### src/rtl/multdiv_ctrl.sv
// multdiv_ctrl: sequencer for the iterative multiply/divide unit.
// Captures a mult/div instruction from EX, stalls the front of the pipeline
// while the unit runs, and delivers either a register writeback or a
// status-register write when the operation excepts or times out.
module multdiv_ctrl #(
  parameter int DATA_W     = 32,
  parameter int REG_W      = 5,
  parameter int MAX_CYCLES = 40,
  parameter int STATUS_MUL = 4,
  parameter int STATUS_DIV = 5
) (
  input  logic              clock,
  input  logic              reset,
  input  logic              issue_valid,
  input  logic              issue_is_div,
  input  logic [DATA_W-1:0] issue_a,
  input  logic [DATA_W-1:0] issue_b,
  input  logic [REG_W-1:0]  issue_rd,
  input  logic              abort,
  output logic              stall,
  output logic              busy,
  output logic              md_ctrl_mult,
  output logic              md_ctrl_div,
  output logic [DATA_W-1:0] md_a,
  output logic [DATA_W-1:0] md_b,
  input  logic              md_result_rdy,
  input  logic [DATA_W-1:0] md_result,
  input  logic              md_exception,
  output logic              wb_valid,
  output logic [REG_W-1:0]  wb_rd,
  output logic [DATA_W-1:0] wb_data,
  output logic              status_we,
  output logic [DATA_W-1:0] status_data
);

  typedef enum logic [1:0] {IDLE, START, WAIT, DONE} state_t;

  localparam int CNT_W = (MAX_CYCLES > 1) ? $clog2(MAX_CYCLES) : 1;
  localparam logic [CNT_W-1:0]  CNT_LAST     = CNT_W'(MAX_CYCLES - 1);
  localparam logic [DATA_W-1:0] STATUS_MUL_W = DATA_W'(STATUS_MUL);
  localparam logic [DATA_W-1:0] STATUS_DIV_W = DATA_W'(STATUS_DIV);

  state_t           state;
  logic [CNT_W-1:0] cnt;
  logic             is_div_q;
  logic             wb_valid_q;
  logic             status_we_q;

  // Hold the pipeline while the instruction is being captured or the unit
  // runs; a flush releases it in the same cycle.
  assign stall = !abort && ((state == START) || (state == WAIT) ||
                            ((state == IDLE) && issue_valid));
  assign busy  = (state != IDLE);

  // A flush arriving in DONE kills the completing write as well.
  assign wb_valid  = wb_valid_q  && !abort;
  assign status_we = status_we_q && !abort;

  // Sequencer: state, cycle counter, operand latches and all registered outputs.
  always_ff @(posedge clock or negedge reset) begin
    if (!reset) begin
      state        <= IDLE;
      cnt          <= '0;
      is_div_q     <= 1'b0;
      md_ctrl_mult <= 1'b0;
      md_ctrl_div  <= 1'b0;
      md_a         <= '0;
      md_b         <= '0;
      wb_valid_q   <= 1'b0;
      wb_rd        <= '0;
      wb_data      <= '0;
      status_we_q  <= 1'b0;
      status_data  <= '0;
    end else begin
      // NOTE: non-blocking assignments throughout; the defaults below are
      // overridden later in the same block, giving one-cycle pulses.
      md_ctrl_mult <= 1'b0;
      md_ctrl_div  <= 1'b0;
      wb_valid_q   <= 1'b0;
      status_we_q  <= 1'b0;

      if (abort) begin
        state <= IDLE;
      end else begin
        unique case (state)
          IDLE: begin
            if (issue_valid) begin
              md_a     <= issue_a;
              md_b     <= issue_b;
              wb_rd    <= issue_rd;
              is_div_q <= issue_is_div;
              if (issue_is_div && (issue_b == '0)) begin
                // Divide-by-zero is reported without starting the unit.
                state       <= DONE;
                wb_data     <= '0;
                status_we_q <= 1'b1;
                status_data <= STATUS_DIV_W;
              end else begin
                state        <= START;
                md_ctrl_mult <= !issue_is_div;
                md_ctrl_div  <= issue_is_div;
              end
            end
          end

          START: begin
            cnt   <= '0;
            state <= WAIT;
          end

          WAIT: begin
            cnt <= cnt + CNT_W'(1);
            if (md_result_rdy) begin
              state       <= DONE;
              wb_data     <= md_result;
              wb_valid_q  <= !md_exception;
              status_we_q <= md_exception;
              status_data <= is_div_q ? STATUS_DIV_W : STATUS_MUL_W;
            end else if (cnt == CNT_LAST) begin
              // Unit never answered: report as an exception with result 0.
              state       <= DONE;
              wb_data     <= '0;
              status_we_q <= 1'b1;
              status_data <= is_div_q ? STATUS_DIV_W : STATUS_MUL_W;
            end
          end

          DONE: begin
            state <= IDLE;
          end

          default: begin
            state <= IDLE;
          end
        endcase
      end
    end
  end

endmodule
### config.mk
export PLATFORM = sky130hd
export DESIGN_NAME = multdiv_ctrl
export DESIGN_NICKNAME = d
export VERILOG_FILES = /design/src/rtl/multdiv_ctrl.sv
export SDC_FILE = /design/constraint.sdc
export NUM_CORES = 1
export LEC_CHECK = 0
export CORE_ASPECT_RATIO = 0.5
export CORE_MARGIN = 2
export CORE_UTILIZATION = 40
export DETAILED_ROUTE_END_ITERATION = 8
export PLACE_DENSITY = 0.81
export SKIP_LAST_GASP = 1
export SLEW_MARGIN = 20
export SYNTH_ARGS = -nofsm -noshare
export SYNTH_HDL_FRONTEND = slang
export SYNTH_SLANG_ARGS = --single-unit
### constraint.sdc
create_clock -name clock -period 2.75 [get_ports clock]
set_input_delay 0.275 -clock clock [delete_from_list [all_inputs] [get_ports clock]]
set_output_delay 0.275 -clock clock [all_outputs]
set_load 0.01 [all_outputs]
==> summary.md <==
| Metric | Value |
|---|---|
| Status | finished, final reports clean |
| Worst EP required | 2.48 ns |
| Slowest stage cell on the critical path | clkdlybuf4s50_1 |
| Ant. Diodes | 0 |
| CTS tree | yes |
| Yosys Warn Count | 0 |
| Clk buf depth | 2 |
| Cts bufs inserted | 17 |
| Mapped Area | approximately 4800 µm² |
| Routed Antenna Nets | 0 |
| Switching power of the nets | around 0.0026 W |
| Initial core utilization | 0.408 |
| Synth area leaders | dfrtp_1 (60%), mux2_2 (16%), buf_4 (4.8%) |
| Die height | 81.5 µm |
| Drt drc | 0 |
| Hold/Removal Path Class | input port to asynchronous set/reset pin |
| Reg clk slew, reported paths | 0.06 ns |
| Die area | between 10000 and 15000 µm² |
| Die Wd | about 160 µm |
| Final GP Congestion | 0.809 |
| Period minus WS final | 2.48 ns |
| Finished Layout Cells | 749 |
| Worst-margin pin slew | just over 0.5 ns |
| Top Family by Delay on Critical Path | buffers and inverters |
| Final wirelength | between 10 and 15 mm |
| Worst Skew | 0.0102 ns |
| Power Total | 0.00896 W |
| Max transition margin | 0.660 |
| DPL Wire Length | 9.11 mm |
| Share of cells above drive strength 1 | 0.209 |
| Final Setup Violations | 0 |
| VDD IR max | 0.648 mV |
| IO Pins | ~250 |
| Comb power frac | 0.394 |
| Vias in the first global route | 3577 |
| Placeable Area | 11800 µm² |
| P_int | 0.00640 W |
| Layout fillers | 892 |
| Largest net degree at the start of global routing | 69 |
| Max incr delay on CP | 0.55 ns |
| Latest clock arrival within the worst-skew pair | 0.40 ns |
| Drt pass-1 iters | 4 |
| Share of the synthesized area in the top cell type | 0.605 |
| Wirelength per Cell | 16.9 µm |
| Period utilisation layout | 0.900 |
| Area growth, synth to finish | 60.4% |
| CP Capture Type | output port |
| Post-synth cell types | 37 |
| CP max FO | 7 |
| Max Slew Vio Count | 0 |
| Via count | 3533 |
| Leakage | ~3.3 nW |
| Flop pwr share | 0.328 |
| Total track usage | 0.194 |
| Cell Pwr Density | 1160 nW/µm² |
| CTS root buf | clkbuf_16 |
| Clock Power Share | 0.279 |
| WP buf/inv | 2 |
| Final Hold Fails | 0 |
| Port bufs | roughly 220 |
| Max_cap viols | 0 |
| Crit path kind | flip-flop to output port |
| Iter 0 DRT Violations | 194 |
| Worst path arrival time | roughly 2.2 ns |
| Crit path from | state[1]$_DFFE_PN0P_ |
| RSZ-0062 raised after global routing | no |
| Fin nets | approximately 680 |
| Initial antenna violation count | 0 |
| Synthesized area per cell | 13.9 µm² |
| Vias/cell | about 4.7 |
| Final design utilization | 0.654 |
| Cell accounting for the most synthesized area | dfrtp_1 |
| Row count | 28 |
| GR Overflow Total | 0 |
| H-tree lvl count | 4 |
| Synthesized flop and latch total | 116 |
| Clock sinks | ~120 |
| F_max | between 0.4 and 0.5 GHz |
| Launch point of the worst reg-to-reg path | state[0]$_DFFE_PN0P_ |
| Register area share after synthesis | 0.605 |
| First-pass GRT wire length | about 19 mm |
| Fin Setup TNS | 0 ns |
| Switching Fraction | 0.286 |
| Mapped Cells | 346 |
| Placed cells | around 720 |
| CP startpoint kind | flip-flop |
| Cells along the critical path | inv_1 > ha_1 > nand3b_1 > nand2_1 > clkdlybuf4s50_1 |
| Post-CTS Setup Bufs | 0 |
==> what timing repair did <==
item	in CTS	in global routing
hold endpoints to repair	34	0
hold buffers	1	0
resized for setup	0	0
==> power by group through the flow <==
stage                     Sequential, W  Clock [W]  Combinational (W)
after global routing            0.00304    0.00263            0.00373
after floorplan                 0.00327          0            0.00115
after CTS                       0.00294    0.00254            0.00357
after detailed placement        0.00294          0            0.00354
final                           0.00294    0.00250            0.00353
after global placement          0.00290          0            0.00347
==> cells in the mapped netlist (all sizes together) <==
master    n
buf      44
o31a      1
mux2     69
nor2b     3
inv       6
or4       1
nor3      3
nand4     3
a211oi    1
a21o      2
ha        3
a21oi     6
nor2      7
nand3b    2
a221oi    1
nand2b    2
a22o     32
and2      1
or2       2
dfrtp   116
or2b      1
o21ai     7
nor4      9
a311oi    1
nand2    15
o31ai     2
conb      1
clkbuf    2
nand3     3
==> metrics by stage <==
step                cell area, µm²  hold WS, ns  setup WS, ns
detailed placement            7020        0.262         0.213
CTS                           7700        0.376         0.264
floorplan                     4910      -0.0206          1.02
finish                        7700        0.373         0.274
global route                  7700        0.416         0.166
global placement              7020        0.257         0.277
==> metal layers <==
| layer | global-route usage | share of wire |
|---|---|---|
| met1 | 0.227 | 0.40 |
| met2 | 0.363 | 0.55 |
| met4 | 0.0682 | 0.010 |
| met3 | 0.0455 | 0.043 |
| met5 | 0 | 0 |
==> state kept, by name, indices dropped and copies added, names as in the netlist <==
register,count
md_a,32
md_b,32
wb_data,32
cnt,6
wb_rd,5
state,2
status_data,2
is_div_q,1
md_ctrl_div,1
md_ctrl_mult,1
status_we_q,1
wb_valid_q,1
==> final timing paths <==
check	end	slack [ns]	cells past startpoint
max	stall	0.27	5
min	wb_data[5]$_DFFE_PN0P_	0.37	2
max reg2reg	status_data[2]$_DFFE_PN0P_	0.46	8
min reg2reg	status_data[2]$_DFFE_PN0P_	0.48	1
max in group asynchronous	md_b[19]$_DFFE_PN0P_	1.60	3
min in group clock	wb_valid_q$_DFF_PN0_	0.43	2
==> placed cells by master, fill, tap and decap left out, types with 6 or more instances in the layout <==
master,n
a22o_2,7
inv_1,6
bufinv_16,6
a22o_1,25
a21oi_1,6
o21ai_0,7
conb_1,30
clkbuf_16,17
mux2_2,69
nor2_1,7
nand2_1,14
clkdlybuf4s50_1,215
dfrtp_1,116
nor4_1,8
==> worst register-to-register path: stages (launching register included) <==
cell and delay, ns:
dfrtp_1 0.37, inv_1 0.11, ha_1 0.29, inv_1 0.17
a311oi_1 0.45, nor4_2 0.13, nand2_2 0.20, buf_12 0.20
or2b_1 0.25
==> layout make-up <==
class / count / area (µm²) / share of cell area
clock buffers: 19 / 443 / 0.0575
clock inverters: 13 / 229 / 0.0297
inverters: 6 / 22.5 / 0.00292
multi-input cells: 207 / 1630 / 0.212
flip-flops and latches: 116 / 2900 / 0.377
well taps: 165 / 206 / 0.0268
repair buffers: 223 / 2260 / 0.294
==> logic make-up after synthesis <==
logic type                 synth area share
DFF                                   0.605
muxes                                 0.162
AOI/OAI and AO/OA                    0.0886
buffers and inverters                0.0785
and+or+nand+nor                      0.0576
adders and majority gates           0.00782
other                              0.000781
No activity file was read; power rests on OpenSTA's default activity.
